===== src/rtl/regfile_pkg.sv =====
// Shared types, defaults and helpers for the decode-stage register file.
package regfile_pkg;

    // Clear sequencer states: CLEAR zeroes the array after reset, READY serves traffic.
    typedef enum logic [0:0] {
        CLEAR = 1'b0,
        READY = 1'b1
    } state_e;

    localparam int unsigned DEFAULT_WIDTH = 32;
    localparam int unsigned DEFAULT_DEPTH = 64;

    // An address is usable only below DEPTH; matters when DEPTH is not a power of two.
    function automatic logic addr_valid(input int unsigned addr, input int unsigned depth);
        return addr < depth;
    endfunction

endpackage


===== src/rtl/regfile_clear_fsm.sv =====
// Post-reset clear sequencer: walks every entry once, driving a zero write per cycle.
module regfile_clear_fsm
    import regfile_pkg::*;
#(
    parameter int unsigned DEPTH  = DEFAULT_DEPTH,
    parameter int          ADDR_W = $clog2(DEPTH)
) (
    input  logic              clock,
    input  logic              reset,
    output logic              busy,
    output logic              clr_we,
    output logic [ADDR_W-1:0] clr_addr
);

    localparam logic [ADDR_W-1:0] LAST_ADDR = ADDR_W'(DEPTH - 1);

    state_e            state;
    logic [ADDR_W-1:0] clr_ptr;

    // Advance the clear pointer; the last entry is written on the edge that enters READY.
    always_ff @(posedge clock or posedge reset) begin
        if (reset) begin
            state   <= CLEAR;
            clr_ptr <= '0;
        end else if (state == CLEAR) begin
            if (clr_ptr == LAST_ADDR) begin
                state   <= READY;
                clr_ptr <= '0;
            end else begin
                clr_ptr <= clr_ptr + 1'b1;
            end
        end
    end

    assign busy     = (state == CLEAR);
    assign clr_we   = busy;
    assign clr_addr = clr_ptr;

endmodule


===== src/rtl/regfile_bypass.sv =====
// 2-read/1-write register file with registered reads, optional write-to-read
// forwarding, optional hardwired zero register and a post-reset clear sequence.
module regfile_bypass
    import regfile_pkg::*;
#(
    parameter int unsigned WIDTH    = DEFAULT_WIDTH,
    parameter int unsigned DEPTH    = DEFAULT_DEPTH,
    parameter int          ADDR_W   = $clog2(DEPTH),
    parameter bit          BYPASS   = 1'b1,
    parameter bit          ZERO_REG = 1'b0
) (
    input  logic              clock,
    input  logic              reset,
    input  logic              write,
    input  logic [ADDR_W-1:0] rd,
    input  logic [WIDTH-1:0]  wdata,
    input  logic [ADDR_W-1:0] rs,
    input  logic [ADDR_W-1:0] rt,
    input  logic              rs_en,
    input  logic              rt_en,
    output logic [WIDTH-1:0]  rsdata,
    output logic [WIDTH-1:0]  rtdata,
    output logic              busy
);

    logic [WIDTH-1:0]  block [DEPTH];
    logic              clr_we;
    logic [ADDR_W-1:0] clr_addr;
    logic              wr_ok;
    logic [WIDTH-1:0]  rs_next;
    logic [WIDTH-1:0]  rt_next;

    regfile_clear_fsm #(
        .DEPTH  (DEPTH),
        .ADDR_W (ADDR_W)
    ) u_clear (
        .clock    (clock),
        .reset    (reset),
        .busy     (busy),
        .clr_we   (clr_we),
        .clr_addr (clr_addr)
    );

    // A writeback is accepted only once the clear is done, for an in-range,
    // non-hardwired register; forwarding follows the same qualification.
    assign wr_ok = !busy && write && addr_valid(32'(rd), DEPTH)
                   && !(ZERO_REG && (rd == '0));

    // Array write mux: the clear sequence owns the write port while it runs.
    always_ff @(posedge clock) begin
        if (clr_we) begin
            block[clr_addr] <= '0;
        end else if (wr_ok) begin
            block[rd] <= wdata;
        end
    end

    // Next read data for both ports: out-of-range/zero-reg -> 0, then forward, then array.
    always_comb begin
        rs_next = '0;
        rt_next = '0;
        if (addr_valid(32'(rs), DEPTH) && !(ZERO_REG && (rs == '0))) begin
            if (BYPASS && wr_ok && (rd == rs)) rs_next = wdata;
            else                               rs_next = block[rs];
        end
        if (addr_valid(32'(rt), DEPTH) && !(ZERO_REG && (rt == '0))) begin
            if (BYPASS && wr_ok && (rd == rt)) rt_next = wdata;
            else                               rt_next = block[rt];
        end
    end

    // Registered read ports; they hold when disabled and stay at 0 during the clear.
    always_ff @(posedge clock or posedge reset) begin
        if (reset) begin
            rsdata <= '0;
            rtdata <= '0;
        end else if (!busy) begin
            if (rs_en) rsdata <= rs_next;
            if (rt_en) rtdata <= rt_next;
        end
    end

endmodule


===== config.mk =====
export PLATFORM = sky130hd
export DESIGN_NAME = regfile_bypass
export DESIGN_NICKNAME = d
export VERILOG_FILES = /design/src/rtl/regfile_pkg.sv /design/src/rtl/regfile_clear_fsm.sv /design/src/rtl/regfile_bypass.sv
export SDC_FILE = /design/constraint.sdc
export NUM_CORES = 2
export LEC_CHECK = 0
export CAP_MARGIN = 20
export CORE_MARGIN = 5
export CORE_UTILIZATION = 45
export DETAILED_ROUTE_END_ITERATION = 10
export PLACE_DENSITY = 0.62
export SYNTH_ARGS = -nofsm -noshare
export SYNTH_HDL_FRONTEND = slang
export SYNTH_HIERARCHICAL = 1
export SYNTH_SLANG_ARGS = --single-unit

===== constraint.sdc =====
create_clock -name clock -period 4.4 [get_ports clock]
set_input_delay 0.88 -clock clock [delete_from_list [all_inputs] [get_ports clock]]
set_output_delay 0.88 -clock clock [all_outputs]
set_load 0.02 [all_outputs]

==> reports/metrics.yaml <==
port_buffers: 119
min_period_ns: 3.18
grt_pass1_vias: 55200
cts_setup_buffers: 0
grt_start_max_net_pins: 65
required_ns: 3.52
core_area_sq_mm: 0.214
relSlewSlack_pct: 23.5
p_leak_nw: 31.2
rows: 170
area_delta_synth_final_pct: 15.9
drc: 0
htreeDepth: 4
place_area_sq_mm: 0.105
max_freq_ghz: 0.314
netlist_area_sq_mm: 0.0968
cap_violations: 0
yosys.area.top_type_share_pct: 63.6
drt_iter0_drc: 7100
p_clk_share_pct: 43.8
synth_xor_area_share_pct: 0.127
rsz0062_at_grt: "no"
seq_power_share_pct: 51.1
clockBufferDepth: 3
synth_compound_area_share_pct: 3.48
die-area_sq_mm: 0.224
dp_hpwl_mm: 190
power-per-cell-area_mw_per_mm2: 380
clock_skew_ns: 0.0558
globalplace.congestion: 0.876
multi_input_area_sq_mm: 0.0324
p_sw_share_pct: 21.6
clock_latency_ns: 0.87
syn-num-nets: 4598
vias: 53800
ys_ff_latch: 2119
synth_cells: 4542
wirelength_mm: 307
numCtsBuffers: 218
yosysWarnings: 6
slowest_delay_ns: 0.66
fill_cells: 16300
arrival_ns: 2.30
synthMuxAreaShare_pct: 27.7
crit_path_start_kind: "flop"
drive_gt1_share_pct: 39.0
firstDrtPassIters: 6
synth.distinct_cells: 53
synth_top_family_by_area: "multiplexers"
setup_viol: 0
root_buffer: "clkbuf_16"
yosys.area.top_type: "edfxtp_1"
synthTopCellsByArea: "edfxtp_1 64%, mux4_2 27%, dfrtp_1 1.8%"
synthAdderAreaFrac_pct: 0.0129
end_kind: "output pin"
hold_viol: 0
cp_num_buf_inv: 3
overflow: 0
synth-main-ff-cell: "edfxtp_1"
grt_usage_pct: 27.4
worst_slew_pin_slew_ns: 1.15
critical_path.max_fanout: 12
stdcell_area_sq_mm: 0.112
die_h_um: 474
ant_nets: 0
die_w_um: 474
ir_worst_vdd_mv: 0.435
synthSimpleGateAreaFrac_pct: 1.53
intPower_mw: 33.4
path_class: "reg2out"
initial_core_util_pct: 45.2
vias_per_cell: 6.79
fin_nets: 4951
async_reset_ff_share_pct: 3.35
synth_area_per_cell_sq_um: 21.3
layout_common_cells: "2048 x edfxtp_1, 1149 x mux4_2, 251 x buf_4"
period_share_pct: 72.3
switchingPower_mw: 9.23
ios: 120
crit_family: "buffers and inverters"
worstHoldPathType: "in2async"
cts.sinks: 2119
clkTransAtPathRegs_ns: 0.06
ys_seq_area_share_pct: 65.4
setup_tns_ns: 0
antenna_found_initial: 8
layout_commonest_cell: "edfxtp_1"
status: "complete, no violations"
cts_tree: "yes"
cpMaxStageDelayCell: "clkdlybuf4s50_1"
wl_per_cell_um: 38.8
grt_pass1_wl_mm: 431
worstPathCellList: "inv_1, buf_4, clkdlybuf4s50_1"
seq_area_sq_mm: 0.0633
pwr-share-comb_pct: 5.1
cts_hold_buf: 0
ctsResizeCount: 0
synth_edf_count: 2048
drv_slew: 0
## through the flow
stage	std cells	power, mW	hold slack (ns)	setup WS (ns)	utilization, %
after floorplan	4542	23.5	0.506	0.583	-
after global placement	7513	24.4	0.509	0.446	49.0
after detailed placement	7513	24.4	0.516	0.450	49.0
after CTS	7922	42.9	0.494	1.17	52.4
after global routing	7925	43.8	0.517	1.17	52.4
final	7925	42.7	0.527	1.22	52.4
## area by class of cell
type	instances	area share, %
Clock inverter	122	1.13
Antenna cell	3	0.00669
Inverter	11	0.0390
Clock buffer	287	5.29
Multi-Input combinational cell	2046	28.9
Timing Repair Buffer	499	5.08
Sequential cell	2119	56.4
Tap cell	2838	3.17
## power by group through the flow
stage               registers (mW)  logic, mW  clock network [mW]
floorplan                     22.2       1.26                   0
global placement              22.2       2.21                   0
detailed placement            22.2       2.21                   0
CTS                           21.8       2.21                18.9
global route                  21.8       2.27                19.8
finish                        21.8       2.19                18.7
## worst paths after layout
check	slack (ns)	to	start	cells after the start
max	1.22	busy	u_clear/state	3
min	0.53	u_clear/clr_addr[4]	reset	2
max reg2reg	1.33	block[24][7]	u_clear/state	9
min reg2reg	0.53	rtdata[10]	rtdata[10]	2
max in group asynchronous	2.70	rsdata[18]	reset	3
min in group clock	0.53	rtdata[10]	rtdata[10]	2
## state kept, by name, summed over array words and instances (netlist names)
| register | count |
|---|---|
| block | 2048 |
| u_clear/state | 1 |
| rsdata | 32 |
| u_clear/clr_addr | 6 |
| rtdata | 32 |
## cells by family after synthesis
kind of cell,after synthesis
AO/OA/AOI/OAI,491
multiplexers,1241
adder cells (fa/ha/maj),1
AND/OR/NAND/NOR,299
buffers and inverters,377
flip-flops,2119
XOR/XNOR,14
## per-layer routing
metal	share of wire [%]	vias up	track usage [%]
li1	-	20900	-
met1	37	29200	36.8
met2	48	3163	43.5
met3	9.1	600	4.96
met4	6.0	0	13.8
met5	0	-	0
## synth_stat cells (all sizes together) (2+ instances only)
master and number:
a2111oi 3, a211oi 7, a21oi 116, a221oi 2
a222oi 28, a22o 2, a22oi 221, a31oi 8
a32oi 2, and2 37, and3 4, buf 210
clkbuf 156, dfrtp 71, edfxtp 2048, inv 11
mux2 8, mux2i 84, mux4 1149, nand2 65
nand2b 16, nand3 12, nand3b 6, nand4 5
nand4b 2, nor2 90, nor2b 15, nor3 11
nor4 26, o2111ai 2, o211ai 40, o21a 2
o21ai 39, o22ai 9, o31ai 4, o32ai 2
or2 4, or3 4, xnor2 5, xor2 9
Note: power is estimated with default switching activity, not from simulation.
